## src/rtl/mips_ctrl_pkg.sv

```systemverilog
// Shared encodings for the multicycle MIPS control path: states, opcodes and
// the select codes decoded by the datapath muxes and the ALU decoder.
package mips_ctrl_pkg;

  localparam int OP_W    = 6;
  localparam int STATE_W = 4;

  typedef enum logic [STATE_W-1:0] {
    S_FETCH   = 4'd0,
    S_DECODE  = 4'd1,
    S_MEMADR  = 4'd2,
    S_MEMRD   = 4'd3,
    S_MEMWB   = 4'd4,
    S_MEMWR   = 4'd5,
    S_RTYPEEX = 4'd6,
    S_RTYPEWB = 4'd7,
    S_BEQEX   = 4'd8,
    S_ADDIEX  = 4'd9,
    S_ADDIWB  = 4'd10,
    S_JEX     = 4'd11
  } state_e;

  localparam logic [OP_W-1:0] OP_LW    = 6'b100011;
  localparam logic [OP_W-1:0] OP_SW    = 6'b101011;
  localparam logic [OP_W-1:0] OP_RTYPE = 6'b000000;
  localparam logic [OP_W-1:0] OP_BEQ   = 6'b000100;
  localparam logic [OP_W-1:0] OP_ADDI  = 6'b001000;
  localparam logic [OP_W-1:0] OP_J     = 6'b000010;

  localparam logic [1:0] SRCB_REGB   = 2'b00;
  localparam logic [1:0] SRCB_FOUR   = 2'b01;
  localparam logic [1:0] SRCB_IMM    = 2'b10;
  localparam logic [1:0] SRCB_IMMSH2 = 2'b11;

  localparam logic [1:0] PCSRC_ALU    = 2'b00;
  localparam logic [1:0] PCSRC_ALUOUT = 2'b01;
  localparam logic [1:0] PCSRC_JUMP   = 2'b10;

  localparam logic [1:0] ALUOP_ADD   = 2'b00;
  localparam logic [1:0] ALUOP_SUB   = 2'b01;
  localparam logic [1:0] ALUOP_FUNCT = 2'b10;

  typedef struct packed {
    logic       pcwrite;
    logic       branch;
    logic       iord;
    logic       memwrite;
    logic       irwrite;
    logic       memtoreg;
    logic       regdst;
    logic       regwrite;
    logic       alusrca;
    logic [1:0] alusrcb;
    logic [1:0] pcsrc;
    logic [1:0] aluop;
    logic       illegal_op;
  } ctrl_out_t;

  function automatic logic is_legal_op(input logic [OP_W-1:0] op);
    return (op == OP_LW) || (op == OP_SW) || (op == OP_RTYPE) ||
           (op == OP_BEQ) || (op == OP_ADDI) || (op == OP_J);
  endfunction

endpackage

```

## src/rtl/mips_ctrl_out_decode.sv

```systemverilog
// Combinational output map for the main control FSM: Moore decode of state,
// with mem_ready qualifying the FETCH loads and op qualifying illegal_op.
module mips_ctrl_out_decode
  import mips_ctrl_pkg::*;
(
  input  state_e          state,
  input  logic            mem_ready,
  input  logic [OP_W-1:0] op,
  output ctrl_out_t       ctrl
);

  always_comb begin
    ctrl = '0;
    case (state)
      S_FETCH: begin
        ctrl.alusrcb = SRCB_FOUR;
        ctrl.irwrite = mem_ready;
        ctrl.pcwrite = mem_ready;
      end
      S_DECODE: begin
        ctrl.alusrcb    = SRCB_IMMSH2;
        ctrl.illegal_op = !is_legal_op(op);
      end
      S_MEMADR: begin
        ctrl.alusrca = 1'b1;
        ctrl.alusrcb = SRCB_IMM;
      end
      S_MEMRD: ctrl.iord = 1'b1;
      S_MEMWB: begin
        ctrl.memtoreg = 1'b1;
        ctrl.regwrite = 1'b1;
      end
      // Write strobe stays up across every wait cycle of the store.
      S_MEMWR: begin
        ctrl.iord     = 1'b1;
        ctrl.memwrite = 1'b1;
      end
      S_RTYPEEX: begin
        ctrl.alusrca = 1'b1;
        ctrl.alusrcb = SRCB_REGB;
        ctrl.aluop   = ALUOP_FUNCT;
      end
      S_RTYPEWB: begin
        ctrl.regdst   = 1'b1;
        ctrl.regwrite = 1'b1;
      end
      S_BEQEX: begin
        ctrl.alusrca = 1'b1;
        ctrl.alusrcb = SRCB_REGB;
        ctrl.aluop   = ALUOP_SUB;
        ctrl.pcsrc   = PCSRC_ALUOUT;
        ctrl.branch  = 1'b1;
      end
      S_ADDIEX: begin
        ctrl.alusrca = 1'b1;
        ctrl.alusrcb = SRCB_IMM;
      end
      S_ADDIWB: ctrl.regwrite = 1'b1;
      S_JEX: begin
        ctrl.pcsrc   = PCSRC_JUMP;
        ctrl.pcwrite = 1'b1;
      end
      default: ctrl = '0;
    endcase
  end

endmodule

```

## src/rtl/mips_main_ctrl_fsm.sv

```systemverilog
// Multicycle MIPS main control FSM: state register and next-state logic; the
// output map lives in mips_ctrl_out_decode.
module mips_main_ctrl_fsm #(
  parameter int OP_W    = 6,
  parameter int STATE_W = 4
) (
  input  logic               clk,
  input  logic               rst_n,
  input  logic [OP_W-1:0]    op,
  input  logic               mem_ready,
  output logic               pcwrite,
  output logic               branch,
  output logic               iord,
  output logic               memwrite,
  output logic               irwrite,
  output logic               memtoreg,
  output logic               regdst,
  output logic               regwrite,
  output logic               alusrca,
  output logic [1:0]         alusrcb,
  output logic [1:0]         pcsrc,
  output logic [1:0]         aluop,
  output logic               illegal_op,
  output logic [STATE_W-1:0] state_o
);
  import mips_ctrl_pkg::*;

  state_e    state_q, state_d;
  ctrl_out_t dec_ctrl, ctrl;

  always_ff @(posedge clk) begin
    if (!rst_n) state_q <= S_FETCH;
    else        state_q <= state_d;
  end

  always_comb begin
    state_d = state_q;
    case (state_q)
      S_FETCH:   if (mem_ready) state_d = S_DECODE;
      S_DECODE: begin
        case (op)
          OP_LW, OP_SW: state_d = S_MEMADR;
          OP_RTYPE:     state_d = S_RTYPEEX;
          OP_BEQ:       state_d = S_BEQEX;
          OP_ADDI:      state_d = S_ADDIEX;
          OP_J:         state_d = S_JEX;
          default:      state_d = S_FETCH;
        endcase
      end
      S_MEMADR:  state_d = (op == OP_LW) ? S_MEMRD : S_MEMWR;
      S_MEMRD:   if (mem_ready) state_d = S_MEMWB;
      S_MEMWB:   state_d = S_FETCH;
      S_MEMWR:   if (mem_ready) state_d = S_FETCH;
      S_RTYPEEX: state_d = S_RTYPEWB;
      S_RTYPEWB: state_d = S_FETCH;
      S_BEQEX:   state_d = S_FETCH;
      S_ADDIEX:  state_d = S_ADDIWB;
      S_ADDIWB:  state_d = S_FETCH;
      S_JEX:     state_d = S_FETCH;
      default:   state_d = S_FETCH;
    endcase
  end

  mips_ctrl_out_decode u_out_decode (
    .state     (state_q),
    .mem_ready (mem_ready),
    .op        (op),
    .ctrl      (dec_ctrl)
  );

  // Reset blanks every strobe immediately so an aborted instruction writes nothing.
  assign ctrl = rst_n ? dec_ctrl : '0;

  assign pcwrite    = ctrl.pcwrite;
  assign branch     = ctrl.branch;
  assign iord       = ctrl.iord;
  assign memwrite   = ctrl.memwrite;
  assign irwrite    = ctrl.irwrite;
  assign memtoreg   = ctrl.memtoreg;
  assign regdst     = ctrl.regdst;
  assign regwrite   = ctrl.regwrite;
  assign alusrca    = ctrl.alusrca;
  assign alusrcb    = ctrl.alusrcb;
  assign pcsrc      = ctrl.pcsrc;
  assign aluop      = ctrl.aluop;
  assign illegal_op = ctrl.illegal_op;
  assign state_o    = state_q;

endmodule

```

## config.mk

```make
export PLATFORM = sky130hd
export DESIGN_NAME = mips_main_ctrl_fsm
export DESIGN_NICKNAME = d
export VERILOG_FILES = /design/src/rtl/mips_ctrl_pkg.sv /design/src/rtl/mips_ctrl_out_decode.sv /design/src/rtl/mips_main_ctrl_fsm.sv
export SDC_FILE = /design/constraint.sdc
export NUM_CORES = 1
export LEC_CHECK = 0
export CAP_MARGIN = 0
export CORE_MARGIN = 3
export CORE_UTILIZATION = 37
export DETAILED_ROUTE_END_ITERATION = 8
export PLACE_DENSITY_LB_ADDON = 0.15
export SLEW_MARGIN = 20
export SYNTH_ARGS = -nofsm -noshare
export SYNTH_HDL_FRONTEND = slang
export SYNTH_SLANG_ARGS = --single-unit
export TNS_END_PERCENT = 10
```

## constraint.sdc

```tcl
create_clock -name clk -period 1.8 [get_ports clk]
set_input_delay 0.27 -clock clk [delete_from_list [all_inputs] [get_ports clk]]
set_output_delay 0.27 -clock clk [all_outputs]
set_load 0.02 [all_outputs]
```

# After elaboration in Yosys (flattened, before gate mapping)
# Index checks and enable logic that the tools add are counted.
# totals
inputBits,9
out_inout_bits,20
register_bits,4
wordCells,54
# classes
eq_ne,19
n_reduce_logical,14
mux,20
# ops
cell,n
case mux 4 bit (7 select lines),1
case mux 4 bit (5 select lines),1
equality test 4 x 3 -> 1 bit (second input constant),4
equality test 4 bit (second input constant),4
2-to-1 mux 16 bit,1
equality test 6 bit (second input constant),2
2-to-1 mux 4 bit,3
2-to-1 mux 1 bit,9
equality test 4 x 2 -> 1 bit (second input constant),2
case mux 2 bit (2 select lines),2
equality test 6 x 2 -> 1 bit (second input constant),1
equality test 6 x 3 -> 1 bit (second input constant),1
equality test 6 x 4 -> 1 bit (second input constant),1
logical NOT 6 bit,1
inequality test 2 bit (second input constant),3
case mux 2 bit (3 select lines),1
OR reduction 2 bit,3
logical OR 1 bit,5
equality test 4 x 1 -> 1 bit (second input constant),1
logical NOT 4 bit,1
OR reduction 4 bit,1
2-to-1 mux 3 bit,1
AND reduction 3 bit,1
OR reduction 3 bit,1
other kinds (2),2

# Logic depth before layout (Yosys ltp)
# logic_depth
word_depth,9
ltp_mapped,5
depth_no_buf,4

# Cells and area by module
# A second synthesis with hierarchy kept.
# unflattened
hier_cells,99
hier_area_um2,699.4
# by_module_without_submodules
module,area_each_um2,instances,cells_per_inst
mips_main_ctrl_fsm,461.7,1,63
mips_ctrl_out_decode,237.7,1,36

# Worst setup path after synthesis
# OpenSTA, ideal clock, no wires.
# synth_timing
kind,reg-to-output
from,"register state_q[1], in the netlist state_o[1]"
to,output port pcwrite
stages_incl_launch_ff,5
slack_ns,-0.253
arrival_time_ns,1.783
required_ns,1.530
n_path_buf,2
path_cell_list,dfxtp_1 buf_6 clkbuf_1 nor4_1 or2_1
# synth_via
elab_chain_len,3
elab_cells_between_ends,4
classes_between,eq/ne: 1; mux: 2; reduce/logical: 1
# synth_rtl
item,line,rtl
start: declaration,mips_main_ctrl_fsm.sv:28,"state_e state_q, state_d;"
start signal: assignment,mips_main_ctrl_fsm.sv:33,else state_q <= state_d;
equality test 4 bit / logical NOT 4 bit (equally long branches),mips_ctrl_out_decode.sv:14,case (state)
case mux 1 bit (2 select lines) (*),mips_ctrl_out_decode.sv:14,
2-to-1 mux 16 bit (*),mips_main_ctrl_fsm.sv:72,assign ctrl = rst_n ? dec_ctrl : '0;
end: declaration,mips_main_ctrl_fsm.sv:11,"output logic pcwrite,"
# Every way passes the cells marked *; elsewhere a longest branch is shown, timed or not.

# Worst setup path after layout
# layout_timing
from,"register state_q[0], in the netlist state_o[0]"
to,output port alusrcb[1]
# layout_via
elab_chain_len,4
elab_cells_between_ends,7
classes_between,eq/ne: 3; mux: 2; reduce/logical: 2
# layout_rtl
item,line,rtl
equality test 4 x 2 -> 1 bit / equality test 4 bit (equally long branches),mips_ctrl_out_decode.sv:14,
OR reduction 2 bit (no source line),-,
case mux 2 bit (3 select lines) (*),mips_ctrl_out_decode.sv:14,
2-to-1 mux 16 bit (*),mips_main_ctrl_fsm.sv:72,
end: declaration,mips_main_ctrl_fsm.sv:20,"output logic [1:0] alusrcb,"
# Marked as above.

==> metrics.md <==
| Metric | Value |
|---|---|
| Status | complete, but fails checks |
| Worst path arrival time | roughly 1600 ps |
| Initial antenna violation count | 0 |
| Cell variety after synth | 31 |
| Setup crit end kind | primary output |
| Failing checks | negative setup slack |
| Routed WL per cell | around 19 um |
| Chip Width | around 44 um |
| Chip height | 43.7 um |
| CP required | about 1500 ps |
| Total global routing overflow | 0 |
| RR Startpoint | state_o[2] |
| CTS Hold Bufs | 0 |
| Placed insts | between 150 and 200 |
| Hold depth | 4 |
| Max IR drop VDD | approximately 350 uV |
| Post-synth top area share | 0.152 |
| Critical Path Slowest Stage Cell | dfxtp_2 |
| Diodes inserted | 0 |
| Syn Nets | 92 |
| Ratio of total power to cell area | about 400 nW/um2 |
| Asr flop ratio synth | 0 |
| Clock root cell | clkbuf_4 |
| Post-route cell area | between 1000 and 1500 um2 |
| Max_slew headroom | 0.769 |
| Placeable core area | 1220 um2 |
| Static leakage | 0.537 nW |
| R2R depth | 5 |
| Post-synth top area cell | dfxtp_1 |
| Gp weighted congestion | just under 1 |
| FF-to-FF End | state_o[2] |
| Count of final setup violators | 1 |
| Final Net Count | roughly 150 |
| Placed cell area | ~1000 um2 |
| Register area share after synthesis | 0.152 |
| Most frequent cells in the layout | buf_4, dlygate4sd2_1, nor2_1 |
| Row count | 12 |
| Via count | roughly 980 |
| Routed Antenna Nets | 0 |
| Max cap viols | 0 |
| Initial core utilization | 0.432 |
| Number of global-route vias before repair | approximately 920 |
| RSZ-0062 raised after global routing | true |
| Mapped Area | between 500 and 600 um2 |
| Most common cell after layout, fill and taps aside | buf_4 |
| TritonRoute pass-1 iters | 5 |
| CTS tree | built |
| Worst Path Buf+Inv | 1 |
| Final Cycle Share | 1.04 |
| Most area-consuming cells after synthesis | dfxtp_1, nor2_1, nor3_1 |
| Syn Area/Cell | roughly 6.3 um2 |
| Synth Flop Type | dfxtp_1 |
| DRT iter0 DRCs | 89 |
| Register bit total from synthesis | 4 |
| FF/Latch Area | around 84 um2 |
| Largest net degree at the start of global routing | 11 |
| Critical-path cell list | nor2b_1, nor2_1, nor2_1, dlygate4sd2_1 |
| Proportion of layout cells with a drive suffix above 1 | 0.371 |
| Final Max Tran Viols | 0 |
| Post-synth EDFFs | 0 |
| Worst setup margin | -66.7 ps |
| Startpoint types | flip-flop |
| Hold path start | op[3] |
| Post-DP HPWL | 1.72 mm |
| Filler cells | 70 |
| Min Clock Period, post-route | about 1900 ps |
| Io pins | 29 |
| Largest register FFs | 4 |
| Area grow syn2layout | 105% |
| CP delay by family, top | simple AND/OR/NAND/NOR gates |
| First-pass GRT wire length | between 4 and 5 mm |
| Die area | 1910 um2 |
| Remaining DRCs | 0 |
| Clock sinks | 4 |
| Routed Wire Length | between 2 and 3 mm |
| Max Clk Rate | 536 MHz |
| Final Util | 0.886 |
| Setup TNS | -66.7 ps |
| Cell mode on critical path | nor2_1 |
| Max H-tree Level | 1 |
| Number of non-filler instances in the completed layout | ~150 |
| Cells after Synth | just over 80 |
| Max clock buf depth | 2 |
| Worst-path clk slew | roughly 50 ps |
| Critical Path Max Stage Delay | 390 ps |
| Post-CTS Setup Inserts | 0 |
| Tot GR Track Use | 0.284 |
| Worst Hold Class | in -> reg |
| Inserted Clock Buffers | 3 |
| Final Hold Vio Count | 0 |
| Least-Margin Pin Slew | 343 ps |
| DP Worst Slack | -433 ps |
| Area of the multi-input gates | roughly 440 um2 |
| I/O Buffers | 28 |
| Hold Path End | state_o[3] |
| Reg-to-reg setup timing slack | approximately 90 ps |
| Layout Skew | 2.22 ps |
| Crit Path Max Fanout | 8 |
| Worst setup path category | reg -> out |
| Clk_lat worst skew | between 200 and 300 ps |
| Synth Warn # | 0 |
| Vias/cell | 6.38 |
==> metal layers <==
metal	vias to the layer above	wire length, um	track usage
met5	-	0	0
li1	423	-	-
met3	30	337	0.0373
met4	0	195	0.169
met2	93	1360	0.503
met1	437	1040	0.318
==> tightest hold or removal path: cells and delay by family <==
family	cells	cell delay [ps]
buffers and inverters	1	140
AO/OA/AOI/OAI	3	310
==> where the power goes <==
| part | total (mW) | internal, mW | switching, mW |
|---|---|---|---|
| clock | 0.128 | 0.0757 | 0.0526 |
| sequential | 0.102 | 0.0937 | 0.00836 |
| combinational | 0.200 | 0.0943 | 0.106 |
==> final cells by class <==
cell class	count	area share
Clock buffer	3	0.0209
Multi-Input combinational cell	70	0.412
Timing Repair Buffer	60	0.462
Inverter	3	0.0105
Tap cell	14	0.0163
Sequential cell	4	0.0778
==> repair_timing <==
item                                    4_1_cts  5_1_grt
gates resized for setup                      27       17
pin swaps                                     0        2
hold endpoints to repair                      0        0
endpoints found under the setup margin       17       12
==> synth_stat cells (all sizes together), types with 2 or more instances <==
library cell,instances
nor2,13
nor3,8
a21oi,6
nand2,6
o21ai,5
clkbuf,4
dfxtp,4
nand2b,4
nand3,4
inv,3
nor4,3
xor2,3
buf,2
nor2b,2
==> cell families after synthesis <==
family                    synth area share
DFF                                  0.152
AOI/OAI and AO/OA                    0.262
and+or+nand+nor                      0.450
buffers and inverters               0.0857
xor gates and xnor gates            0.0500
==> worst max path at each step <==
stage | from | end | slack [ps] | cells past startpoint
4_1_cts | op[2] | illegal_op | 8 | 6
2_1_floorplan | state_o[3] | pcsrc[0] | -10 | 4
3_5_place_dp | op[2] | illegal_op | -430 | 6
6_report | state_o[0] | alusrcb[1] | -70 | 4
3_3_place_gp | op[2] | illegal_op | -390 | 6
5_1_grt | state_o[0] | alusrcb[1] | -110 | 4
==> stage by stage <==
| step | hold slack (ps) | power [mW] |
|---|---|---|
| final | 505 | 0.430 |
| after global routing | 569 | 0.445 |
| after detailed placement | 715 | 0.289 |
| after floorplan | 422 | 0.180 |
| after global placement | 715 | 0.284 |
| after CTS | 644 | 0.409 |
Note: power is estimated with default switching activity, not from simulation.
==> edit 1 (same flow settings) <==
`OP_W` is set to 6 in 2 places; all go to 12.
--- a/src/rtl/mips_ctrl_pkg.sv
+++ b/src/rtl/mips_ctrl_pkg.sv
@@ -2,7 +2,7 @@
 // the select codes decoded by the datapath muxes and the ALU decoder.
 package mips_ctrl_pkg;
 
-  localparam int OP_W    = 6;
+  localparam int OP_W    = 12;
   localparam int STATE_W = 4;
 
   typedef enum logic [STATE_W-1:0] {
--- a/src/rtl/mips_main_ctrl_fsm.sv
+++ b/src/rtl/mips_main_ctrl_fsm.sv
@@ -1,7 +1,7 @@
 // Multicycle MIPS main control FSM: state register and next-state logic; the
 // output map lives in mips_ctrl_out_decode.
 module mips_main_ctrl_fsm #(
-  parameter int OP_W    = 6,
+  parameter int OP_W    = 12,
   parameter int STATE_W = 4
 ) (
   input  logic               clk,
Interface: changed (resized op); port bits go from 29 to 35. No check against the original RTL was run, so the function may have changed too.
==> edit 1 against the unedited design <==
  * The run still ends with setup timing left
  * Largest cell class unchanged
  * Synthesized area up 19%
  * Via count increased by 0.31%
  * Routed wire length down 20%
  * Hold slack better by 0.059 ns
  * Design area is 13% higher
  * Worst setup slack gained 0.034 ns
  * Sequential cell count unchanged
  * Count of clock-buffer cells in the layout did not move
  * Total power shrank 16%
  * Combinational power shrank 23%
==> edit 1: results (changes against the unedited design) <==
- Global Route Usage Sum: 0.232 (-0.0520)
- Synthesized Nets: 113 (+23%)
- Clk pwr share: 0.309 (+0.011)
- Capturing element of the worst setup path: pcsrc[0]
- Worst slack on hold paths: 0.564 ns (+0.0588 ns)
- Maximum number of pins on one net before global-route repair: 12 (+1)
- WL per Instance: 13.1 um (-31%)
- Post-layout net count: 180 (+19%)
- CP top delay family: buffers and inverters
- Cell at the slowest stage of the critical path: sky130_fd_sc_hd__clkdlybuf4s50_1
- Setup Viol. Count Final: 2 (+1)
- Leakage: 0.586 nW (+9.2%)
- Xor-xnor portion of the synthesized cell area: 0.0559 (+0.00589)
- Met3 routed WL: 135 um (-60%)
- Largest voltage drop on the vdd net: 0.373 mV (+5.8%)
- Routed vias/inst: 5.51 (-14%)
- Setup ws final: -0.0325 ns (+0.0342 ns)
- Last weighted congestion value of the routability-driven placer: 0.799 (-18%)
- Worst clock skew: 0.00331 ns (+0.00109 ns)
- Pint: 0.000253 W (-4.0%)
- Status: finished, violations left
- Global routing usage on met3: 0.0307 (-0.00669)
- Start point of the worst hold path: op[1]
- Global-route wire length before repair: 3.79 mm (-7.9%)
- Top cells by count, synth: 11 x sky130_fd_sc_hd__nor2_1, 9 x sky130_fd_sc_hd__a21oi_1, 8 x sky130_fd_sc_hd__nand2_1, 8 x sky130_fd_sc_hd__nor3_1, 5 x sky130_fd_sc_hd__o21ai_0
- Synth area leaders: sky130_fd_sc_hd__dfxtp_1 13%, sky130_fd_sc_hd__a21oi_1 7.2%, sky130_fd_sc_hd__nor2_1 6.6%, sky130_fd_sc_hd__nor3_1 6.4%, sky130_fd_sc_hd__nand2_1 4.8%
- Quantity of I/O buffers inserted on ports: 34 (+21%)
- First-pass DRT Iterations: 4 (-1)
- Violations in the final reports: setup timing
- Met2 wire length: 1.25 mm (-8.2%)
- Rel. slew slack: 0.800 (+0.0308)
-- edit 1: through the flow --
stage | cells | TNS, ns | worst slack [ns]
finish | 179 | -0.0599 | -0.0325
global route | 179 | -0.267 | -0.114
CTS | 179 | -0.371 | -0.213
detailed placement | 176 | -4.78 | -0.501
global placement | 176 | -4.24 | -0.408
floorplan | 98 | -0.00402 | -0.00402
-- edit 1: final cells by class --
| class | instances | area (um^2) | share of cell area |
|---|---|---|---|
| clock buffer | 3 | 22.5 | 0.0186 |
| timing repair buffer | 70 | 576 | 0.474 |
| sequential | 4 | 82.6 | 0.0680 |
| tap | 16 | 20.0 | 0.0165 |
| inverter | 4 | 15.0 | 0.0124 |
| multi-input combinational | 82 | 498 | 0.410 |
-- edit 1: what timing repair did --
item | in CTS | in global routing
pin swaps | 0 | 1
setup endpoints to repair | 18 | 15
gates resized for setup | 42 | 27
==> edit 2 (config.mk and constraints unchanged) <==
Without the edit above. Make the reset (`rst_n`) asynchronous in one clocked block.
--- a/src/rtl/mips_main_ctrl_fsm.sv
+++ b/src/rtl/mips_main_ctrl_fsm.sv
@@ -28,7 +28,7 @@
   state_e    state_q, state_d;
   ctrl_out_t dec_ctrl, ctrl;
 
-  always_ff @(posedge clk) begin
+  always_ff @(posedge clk or negedge rst_n) begin
     if (!rst_n) state_q <= S_FETCH;
     else        state_q <= state_d;
   end
Formal check against the unedited RTL: differs if rst_n is asserted again (counterexample within 4 cycles, from zero or initial values and one cycle with rst_n low); with rst_n held inactive, the same outputs for 10 cycles.
==> edit 2 against the unedited design <==
  * Total power increased by 31%
  * Sequential power increased by 21%
  * First-iteration DRC count is 81% lower
  * Cell count shrank 4.5%
  * Global-route usage shrank 5.2 points
  * Routed wire length decreased by 29%
  * Worst setup slack improved by 0.069 ns
  * Combinational power up 65%
  * Design area is 1.6% lower
  * Utilization down 10 points
  * Count of clock-buffer cells in the layout is the same
  * Synthesized area rose by 6.2%
  * Hold slack worse by 0.49 ns
  * Sequential cell count unchanged
  * Critical path type unchanged
  * Largest power group unchanged
  * Highest routed layer unchanged
==> edit 2: results (changes against the unedited design) <==
- Status: finished clean
- Met1 global-route usage: 0.260 (-0.0574)
- Last weighted congestion value of the routability-driven placer: 0.810 (-16%)
- CP top delay family: flip-flops
- Rel. slew slack: 0.788 (+0.0182)
- Cell at the slowest stage of the critical path: sky130_fd_sc_hd__dfrtp_2
- Global routing usage on met3: 0.0359 (-0.00149)
- WL per Instance: 14.1 um (-26%)
- Number of different library cells in the post-synthesis netlist: 35 (+13%)
- Warnings, synthesis: 0 (unchanged)
- Synth area leaders: sky130_fd_sc_hd__dfrtp_1 18%, sky130_fd_sc_hd__nor2_1 8.1%, sky130_fd_sc_hd__nor3_1 5.4%, sky130_fd_sc_hd__buf_2 4.5%, sky130_fd_sc_hd__nand2b_1 4.5%
- Minimum setup slack after placement: -0.563 ns (-0.129 ns)
- Post-layout net count: 143 (-5.3%)
- Detailed router's first-iteration violation count: 17 (-81%)
- Met3 routed WL: 124 um (-63%)
- Crit path arrival time: 1.53 ns (-0.07 ns)
- Fraction of power spent switching nets: 0.404 (+0.0165)
- GR Layer Usage met2: 0.410 (-0.0932)
- Max reg flops: 4 (unchanged)
- Maximum number of pins on one net before global-route repair: 12 (+1)
- Sequential cell area fraction in the yosys report: 0.179 (+0.0270)
- Reg power frac: 0.218 (-0.019)
- Largest stage delay on the critical path: 0.47 ns (+0.08 ns)
- Bufs on Longest Clock Path: 2 (unchanged)
- Vias in the first global route: 815 (-12%)
- Count of fill cells added during filler insertion: 93 (+33%)
- First-pass DRT Iterations: 4 (-1)
- CP max FO: 11 (+3)
- Root Driver: sky130_fd_sc_hd__clkbuf_4
- Insertion delay of the later-clocked pin in the worst-skew pair: 0.23 ns (-0.02 ns)
- Detailed-routing wirelength on met1: 758 um (-27%)
- Routed vias: 825 (-16%)
- Synthesized Nets: 86 (-6.5%)
- Xor-xnor portion of the synthesized cell area: 0.0471 (-0.00291)
- Global Route Usage Sum: 0.233 (-0.0519)
- Worst min-delay path class: input port to asynchronous set/reset pin
- Global-route wire length before repair: 3.45 mm (-16%)
- Worst clock skew: 0.00249 ns (+0.000273 ns)
- Fraction of final layout cells with drive strength greater than 1: 0.432 (+0.0604)
- Detailed placer's ending HPWL: 1.55 mm (-9.5%)
- Placeable Area: 1350 um^2 (+11%)
- Met2 wire length: 1.11 mm (-18%)
- Largest voltage drop on the vdd net: 0.330 mV (-6.2%)
- Fraction of registers with async set/reset: 1.00 (+1.00)
- Reg2Reg Depth: 6 (+1)
- Fraction of the mapped netlist area in compound gates: 0.251 (-0.0108)
- Top cells by count, synth: 12 x sky130_fd_sc_hd__nor2_1, 6 x sky130_fd_sc_hd__nor3_1, 5 x sky130_fd_sc_hd__buf_2
- Leakage: 0.522 nW (-2.6%)
- Clk pwr share: 0.197 (-0.101)
- Quantity of I/O buffers inserted on ports: 28 (unchanged)
edit 2: cell types whose count changed in the layout (fill, tap and decap cells not counted), sizes merged, moves of 4 or more:
cell	unedited run	this run
dlygate4sd2	13	0
a21oi	6	1
clkbuf	6	11
clkdlybuf4s15	1	5
dfrtp	0	4
dfxtp	4	0
edit 2: path summary, 6_finish.rpt:
path                                         from                      to  slack [ns]
max                        state_o[0]$_DFFE_PN0P_                 alusrca       0.002
min                                         rst_n  state_o[2]$_DFFE_PN0P_        0.02
max reg2reg                state_o[2]$_DFFE_PN0P_  state_o[1]$_DFFE_PN0P_        0.26
min reg2reg                state_o[3]$_DFFE_PN0P_  state_o[3]$_DFFE_PN0P_        0.64
max in group asynchronous                   rst_n  state_o[1]$_DFFE_PN0P_        1.67
min in group clk                            op[4]  state_o[0]$_DFFE_PN0P_        0.55
edit 2: per-stage QoR:
step	power, W	cell area [um^2]	hold slack [ns]	TNS (ns)	std cells
2_1_floorplan	0.000277	564	-0.0256	-0.0601	77
3_3_place_gp	0.000449	1050	0.607	-4.49	143
3_5_place_dp	0.000459	1050	0.605	-4.52	143
4_1_cts	0.000565	1080	0.396	-0.472	146
5_1_grt	0.000600	1060	0.0264	-0.0747	147
6_report	0.000564	1060	0.0161	0	147
edit 2: cell type report:
class / instances / share of cell area
clock buffer: 3 / 0.0213
multi-input combinational: 65 / 0.411
inverter: 2 / 0.00708
sequential: 4 / 0.0968
timing repair buffer: 58 / 0.446
tap: 15 / 0.0177
edit 2: what timing repair did:
| action | CTS | global route |
|---|---|---|
| gates resized for setup | 41 | 28 |
| setup buffers | 0 | 1 |
| endpoints found under the setup margin | 16 | 16 |
| pin swaps | 1 | 4 |
